--- config.mk ---
export PLATFORM = sky130hd
export DESIGN_NAME = l1d_data_ram_arbiter
export DESIGN_NICKNAME = d
export VERILOG_FILES = /design/src/rtl/l1d_data_ram_arbiter.sv
export SDC_FILE = /design/constraint.sdc
export NUM_CORES = 1
export LEC_CHECK = 0
export BUFFER_PORTS_ARGS = -buffer_cell sky130_fd_sc_hd__buf_2
export CAP_MARGIN = 0
export CORE_AREA = 2 2 71 73
export CTS_BUF_LIST = sky130_fd_sc_hd__clkbuf_8
export DETAILED_ROUTE_END_ITERATION = 10
export DIE_AREA = 0 0 73 75
export PLACE_DENSITY = 0.81
export SLEW_MARGIN = 20
export SYNTH_ARGS = -nofsm -noshare
export SYNTH_HDL_FRONTEND = slang
export SYNTH_SLANG_ARGS = --single-unit
--- constraint.sdc ---
create_clock -name clk -period 3.4 [get_ports clk]
set_input_delay 0.68 -clock clk [delete_from_list [all_inputs] [get_ports clk]]
set_output_delay 0.68 -clock clk [all_outputs]
set_load 0.02 [all_outputs]
--- src/rtl/l1d_data_ram_arbiter.sv ---
// L1D data-RAM arbiter: refill/evict bursts and core hits share one data-RAM pipe.
// Define L1D_DATA_RAM_ARB_STARVE_EN to enable core anti-starvation promotion.

package l1d_data_ram_arbiter_pkg;

    typedef struct packed {
        logic        wr;
        logic [1:0]  way;
        logic [7:0]  idx;
        logic [31:0] wdata;
    } pack_l1d_data_ram_req;

    typedef enum logic [1:0] {
        SRC_NONE   = 2'd0,
        SRC_REFILL = 2'd1,
        SRC_EVICT  = 2'd2,
        SRC_CORE   = 2'd3
    } gnt_src_e;

    typedef enum logic [1:0] {
        ST_IDLE,
        ST_REFILL_BURST,
        ST_EVICT_BURST
    } state_e;

endpackage

module l1d_data_ram_arbiter
    import l1d_data_ram_arbiter_pkg::*;
#(
    parameter int REFILL_BEATS = 4,
    parameter int EVICT_BEATS  = 4,
    parameter int STARVE_LIMIT = 8
) (
    input  logic                 clk,
    input  logic                 rst,
    input  logic                 refill_req_vld,
    output logic                 refill_req_rdy,
    input  pack_l1d_data_ram_req refill_req_pld,
    input  logic                 evict_req_vld,
    output logic                 evict_req_rdy,
    input  pack_l1d_data_ram_req evict_req_pld,
    input  logic                 evict_req_id_in,
    input  logic                 core_req_vld,
    output logic                 core_req_rdy,
    input  pack_l1d_data_ram_req core_req_pld,
    output logic                 data_ram_req_vld,
    input  logic                 data_ram_req_rdy,
    output pack_l1d_data_ram_req data_ram_req_pld,
    output logic                 evict_req_id,
    output logic [1:0]           data_ram_gnt_src
);

    localparam logic [4:0] LP_REFILL_LAST = 5'(REFILL_BEATS - 1);
    localparam logic [4:0] LP_EVICT_LAST  = 5'(EVICT_BEATS - 1);

    if (REFILL_BEATS < 1 || REFILL_BEATS > 16 || EVICT_BEATS < 1 || EVICT_BEATS > 16 ||
        STARVE_LIMIT < 1 || STARVE_LIMIT > 255) begin : g_bad_params
        $error("l1d_data_ram_arbiter: parameter out of legal range");
    end

    state_e     r_state;
    state_e     w_state_nxt;
    logic [4:0] r_beat_cnt;
    logic [4:0] w_beat_cnt_nxt;
    gnt_src_e   w_sel;
    logic       w_xfer;
    logic       w_promote;

    assign w_xfer = data_ram_req_vld & data_ram_req_rdy;

`ifdef L1D_DATA_RAM_ARB_STARVE_EN
    localparam logic [7:0] LP_STARVE_LIMIT = 8'(STARVE_LIMIT);

    logic [7:0] r_starve_cnt;
    logic       w_core_xfer;

    assign w_core_xfer = w_xfer && (w_sel == SRC_CORE);

    // NOTE: state registers use non-blocking assignments so every flop samples pre-edge values.
    always_ff @(posedge clk or posedge rst) begin
        if (rst) begin
            r_starve_cnt <= 8'd0;
        end else if (!core_req_vld || w_core_xfer) begin
            r_starve_cnt <= 8'd0;
        end else if (r_starve_cnt != LP_STARVE_LIMIT) begin
            r_starve_cnt <= r_starve_cnt + 8'd1;
        end
    end

    // Promotion only matters in IDLE; bursts are never preempted.
    assign w_promote = (r_starve_cnt == LP_STARVE_LIMIT);
`else
    assign w_promote = 1'b0;
`endif

    always_ff @(posedge clk or posedge rst) begin
        if (rst) begin
            r_state    <= ST_IDLE;
            r_beat_cnt <= 5'd0;
        end else begin
            r_state    <= w_state_nxt;
            r_beat_cnt <= w_beat_cnt_nxt;
        end
    end

    // NOTE: every output of this block gets a default first so no latch is inferred.
    always_comb begin
        w_sel            = SRC_NONE;
        w_state_nxt      = r_state;
        w_beat_cnt_nxt   = r_beat_cnt;
        data_ram_req_vld = 1'b0;
        data_ram_req_pld = '0;
        evict_req_id     = 1'b0;
        refill_req_rdy   = 1'b0;
        evict_req_rdy    = 1'b0;
        core_req_rdy     = 1'b0;

        case (r_state)
            ST_IDLE: begin
                if (w_promote && core_req_vld) w_sel = SRC_CORE;
                else if (refill_req_vld)       w_sel = SRC_REFILL;
                else if (evict_req_vld)        w_sel = SRC_EVICT;
                else if (core_req_vld)         w_sel = SRC_CORE;
            end
            ST_REFILL_BURST: if (refill_req_vld) w_sel = SRC_REFILL;
            ST_EVICT_BURST:  if (evict_req_vld)  w_sel = SRC_EVICT;
            default:         w_sel = SRC_NONE;
        endcase

        case (w_sel)
            SRC_REFILL: begin
                data_ram_req_vld = 1'b1;
                data_ram_req_pld = refill_req_pld;
                refill_req_rdy   = data_ram_req_rdy;
            end
            SRC_EVICT: begin
                data_ram_req_vld = 1'b1;
                data_ram_req_pld = evict_req_pld;
                evict_req_id     = evict_req_id_in;
                evict_req_rdy    = data_ram_req_rdy;
            end
            SRC_CORE: begin
                data_ram_req_vld = 1'b1;
                data_ram_req_pld = core_req_pld;
                core_req_rdy     = data_ram_req_rdy;
            end
            default: ;
        endcase

        if (w_xfer) begin
            case (r_state)
                ST_IDLE: begin
                    if (w_sel == SRC_REFILL && REFILL_BEATS > 1) begin
                        w_state_nxt    = ST_REFILL_BURST;
                        w_beat_cnt_nxt = 5'd1;
                    end else if (w_sel == SRC_EVICT && EVICT_BEATS > 1) begin
                        w_state_nxt    = ST_EVICT_BURST;
                        w_beat_cnt_nxt = 5'd1;
                    end
                end
                ST_REFILL_BURST: begin
                    if (r_beat_cnt == LP_REFILL_LAST) begin
                        w_state_nxt    = ST_IDLE;
                        w_beat_cnt_nxt = 5'd0;
                    end else begin
                        w_beat_cnt_nxt = r_beat_cnt + 5'd1;
                    end
                end
                ST_EVICT_BURST: begin
                    if (r_beat_cnt == LP_EVICT_LAST) begin
                        w_state_nxt    = ST_IDLE;
                        w_beat_cnt_nxt = 5'd0;
                    end else begin
                        w_beat_cnt_nxt = r_beat_cnt + 5'd1;
                    end
                end
                default: begin
                    w_state_nxt    = ST_IDLE;
                    w_beat_cnt_nxt = 5'd0;
                end
            endcase
        end
    end

    assign data_ram_gnt_src = w_sel;

endmodule

[Word-level counts from Yosys, hierarchy flattened]
Cells that the tools add are included.
Word-level totals
  register bits: 7
  input bits: 136
  logic and storage cells: 37
Cells by class
  $add $sub $neg: 1
  eq/ne operators: 8
  muxes and demuxes: 20
  bitwise logic cells: 1
  reductions and logical operators: 5
Operator list (count)
  43-bit case mux with 3 select lines: 1
  5-bit 2-to-1 mux: 3
  2-bit 2-to-1 mux: 7
  5-bit case mux with 2 select lines: 1
  2-bit equality test (second input constant): 3
  1-bit 2-to-1 mux: 6
  2-bit case mux with 3 select lines: 1
  5-bit by 1-bit adder with 5-bit output (second input constant): 1
  5-bit by 2-bit equality test with 1-bit output (second input constant): 1
  2-bit by 1-bit equality test with 1-bit output (second input constant): 2
  2-bit case mux with 2 select lines: 1
  3-bit != test (second input constant): 1
  3-bit AND reduction: 1
  3-bit OR reduction: 1
  2-bit zero test: 1
  2-bit by 1-bit != test with 1-bit output (second input constant): 1
  2-bit AND reduction: 1
  2-bit OR reduction: 1
  1-bit AND: 1

[Logic depth before layout (Yosys ltp)]
  word-level depth: 9
  gate-level depth with buffers: 12
  depth with buffers taken out: 11

[Worst setup path before layout]
Ideal clock, no wire load.
  path type: reg2out
  start point: register r_state[0]
  end point: output port data_ram_req_pld[11] (netlist name)
  data arrival time: 2.326 ns
  slack: 0.394 ns
  stages on the path, launching flop included: 13
  path through: dfrtp_1 -> inv_1 -> ha_1 -> inv_2 -> nor2_1 -> nand2_1 -> a21o_1 -> inv_2 -> ha_1 -> clkbuf_1 -> clkbuf_1 -> a222oi_1 -> nor2_1
RTL lines
  start: declaration: line 62  | state_e r_state;
  start signal: assignment: line 102  | r_state <= w_state_nxt;
  end: declaration: line 49  | output pack_l1d_data_ram_req data_ram_req_pld,

==> results by stage <==
Status:
- The flow ran to the end, and the final reports show no timing, DRC or antenna violations.

Power:
- Across the VDD grid, the largest voltage drop is 0.212 mV.
- The overall power of the completed layout is 286 uW.
- The static leakage is 0.00121 uW.
- The power density normalized to cell area is 126 mW/mm2.

Route:
- For this block, the via count after detailed routing is 2199.
- The total detailed-routing wirelength is 6.42 mm.
- For this run, design rule violations remaining after detail routing come to 0.
- The number of search-and-repair iterations in the first detailed-routing pass is 7.
- The number of nets with antenna violations after detailed routing is 0.
- Dividing the detail-routed via count by the number of cells gives 5.48.
- The DRC marker count from the first detailed-route iteration is 234.
- The per-cell routed wire length is 16.0 um.

Layout:
- Cells with a size suffix above 1 make up 58.5% of the layout.
- The post-route core utilization is 48.9%.
- The signed area change from the synthesized netlist to the final layout is 79.8%.
- The final-layout fill cell count is 452.
- The number of antenna diodes is 0.
- At the end of the flow, the number of nets in the layout was 493.

CTS:
- The clock tree from TritonCTS is done.
- The root buffer selected by CTS is clkbuf_8.
- Clock latency on the worst-skew pair, taken at its later pin, is 230 ps.
- The total clock sinks is 7.
- The post-CTS setup buffer count is 0.
- The clock transition at the register clock pins on the worst setup and hold paths after CTS is 40 ps.
- In this run the number of H-tree levels came out at 1.
- The hold buffer count at cts is 0.
- The CTS buffer count is 3.
- The clock passes through at most 2 buffers.
- Gates resized during post-CTS repair numbered 0.

Synthesis:
- Counting distinct cell types in the post-synthesis netlist gives 28.
- The post-synthesis cell area is 0.00127 mm2.
- The primary flip-flop cell chosen by synthesis mapping is dfrtp_1.
- The flip-flop and latch count after synthesis is 7.
- The number of warnings reported in the yosys synthesis log is 0.
- The area fraction of the dominant cell type after synthesis is 34.0%.
- By area the synthesized netlist is led by a222oi_1 (34%), nor2_1 (14%), dfrtp_1 (14%).
- Synthesis handed over a netlist of 170 instances.
- The most frequent cell after synthesis is nor2_1.
- Averaged over all synthesized cells, the footprint is 7.45 um2.
- In the synthesized netlist the async set-or-reset flop fraction comes to 100%.
- In the synthesized netlist, the cells that appear most often are nor2_1 (47), a222oi_1 (43), clkbuf_1 (9), ha_1 (9).
- The cell taking the most area after synthesis is a222oi_1.
- The count of flip-flops with a built-in enable after synthesis is 0.
- The proportion of synthesized chip area in sequential cells is 13.8%.
- The total nets after synthesis is 315.

STA:
- The count of endpoints failing hold in the final timing report is 0.
- The highest clock rate is 312 MHz.
- For the finished layout, the period the worst path requires is 3200 ps.
- The number of slew-limit violations in the final report was 0.
- Across the routed clock network, the largest skew measured is 3.69 ps.
- The worst-margin pin slew is 342 ps.
- The relative slew slack is 77.2%.
- Setup repair after global routing left no endpoint under its margin.
- In the final timing run, aggregate negative setup slack is 0 ps.
- The total setup violations reported at the end of the flow is 0.
- The worst path uses 94.2% of the clock period.

Floorplan:
- In this run the core area contains 25 standard-cell rows.
- The top-level port count is 186.
- The horizontal extent of the die is 73 um.
- Once the floorplan was initialized, standard cells occupied 27.2% of the core.
- The vertical die dimension is 75 um.
- The die covers 0.00548 mm2.
- After floorplanning, the core was sized to cover 0.00466 mm2.

Placed design:
- The number of buffers added on ports is 185.
- At the end of routability-driven placement, the weighted congestion stood at 0.820.
- The half-perimeter wire length after placement is 5.11 mm.

Run:
- Across the run, the number of max-cap violations was 0.

Global route:
- The first global-routing pass estimated 8.66 mm of wire.
- The number of global-route vias before repair is 1864.
- Entering global routing, the biggest net connects 35 pins.
- Across every metal layer, demand over resource in global routing totals 19.7%.
- The global route total overflow is 0.
- The number of antenna violations at the first check in global routing came to 1.

Min path:
- In this run the worst hold path is classified as in -> async.

Critical path:
- The largest fanout on the critical path is 31.
- The path type of the worst setup path is reg -> out.
- The category of the worst setup path capture point is an output pin.
- The type of element launching the critical path is a flip-flop.
- The data arrival time at the worst-slack endpoint is 2520 ps.
- STA puts the critical path data required time at 2720 ps.
-- layer usage --
metal	wire, um	vias to the layer above	GRT usage [%]
li1	-	1040	-
met1	2480	1012	24.6
met2	3300	128	35.5
met3	534	17	2.68
met4	90	2	4.94
met5	13	-	0
-- worst paths after layout --
path / from / endpoint / slack, ps / cells past startpoint
setup / recovery: r_state[0]$_DFFE_PP0P_ / data_ram_req_pld[12] / 200 / 12
hold / removal: rst / r_state[0]$_DFFE_PP0P_ / 370 / 2
setup reg to reg: r_state[0]$_DFFE_PP0P_ / r_beat_cnt[3]$_DFFE_PP0P_ / 940 / 12
hold reg to reg: r_beat_cnt[1]$_DFFE_PP0P_ / r_beat_cnt[1]$_DFFE_PP0P_ / 510 / 2
max in group asynchronous: rst / r_state[1]$_DFFE_PP0P_ / 2810 / 2
min in group clk: r_beat_cnt[1]$_DFFE_PP0P_ / r_beat_cnt[1]$_DFFE_PP0P_ / 510 / 2
-- cell type report --
class	instances	area, um2	share of cell area [%]
well taps	54	67.6	2.97
flip-flops and latches	7	175	7.69
inverters	8	35.0	1.54
multi-input cells	135	965	42.4
repair buffers	193	990	43.5
clock buffers	3	41.3	1.81
clock inverters	1	3.75	0.165
-- worst max-delay path, cell delays in order, from the launching register on --
cell and delay [ps]:
dfrtp_1 360, inv_1 80, ha_1 250, inv_2 110
nor2_1 60, o21ai_1 110, a21o_1 180, inv_2 60
ha_1 190, buf_4 230, a222oi_1 390, nor2_1 70
buf_2 170
-- cell families after synthesis --
logic type	after synthesis	synth area share, %
simple gates	68	23.4
compound gates	56	42.3
buf+inv	28	9.98
fa+ha+maj	9	8.89
flops	7	13.8
mux	2	1.58
-- cell usage in the layout (no fill, tap or decap), types with 4 or more instances in the layout --
master    instances
buf_2           185
nor2_1           47
a222oi_1         43
ha_1              9
buf_4             7
dfrtp_1           7
inv_1             6
nand2_1           5
o21ai_0           4
nand3_1           4
and2_1            4
-- report_power, final --
group | internal (uW) | leakage, uW | total, uW | switching (uW)
Clock | 78.1 | 0.0000269 | 115 | 36.8
Combinational | 55.6 | 0.00111 | 84.3 | 28.7
Sequential | 85.3 | 0.0000810 | 86.8 | 1.54
-- flip-flops by register name, summed over array words and instances (netlist names) --
register	cells
r_state	2
r_beat_cnt	5
-- per-stage QoR --
step	std cells	setup slack, ps	hold WS [ps]	instance area, um2
after global routing	401	8.15	404	2280
after detailed placement	397	327	501	2230
final	401	196	374	2280
after floorplan	170	394	475	1270
after global placement	397	377	491	2230
after CTS	401	184	382	2270
Power figures use the tool's default switching activity.
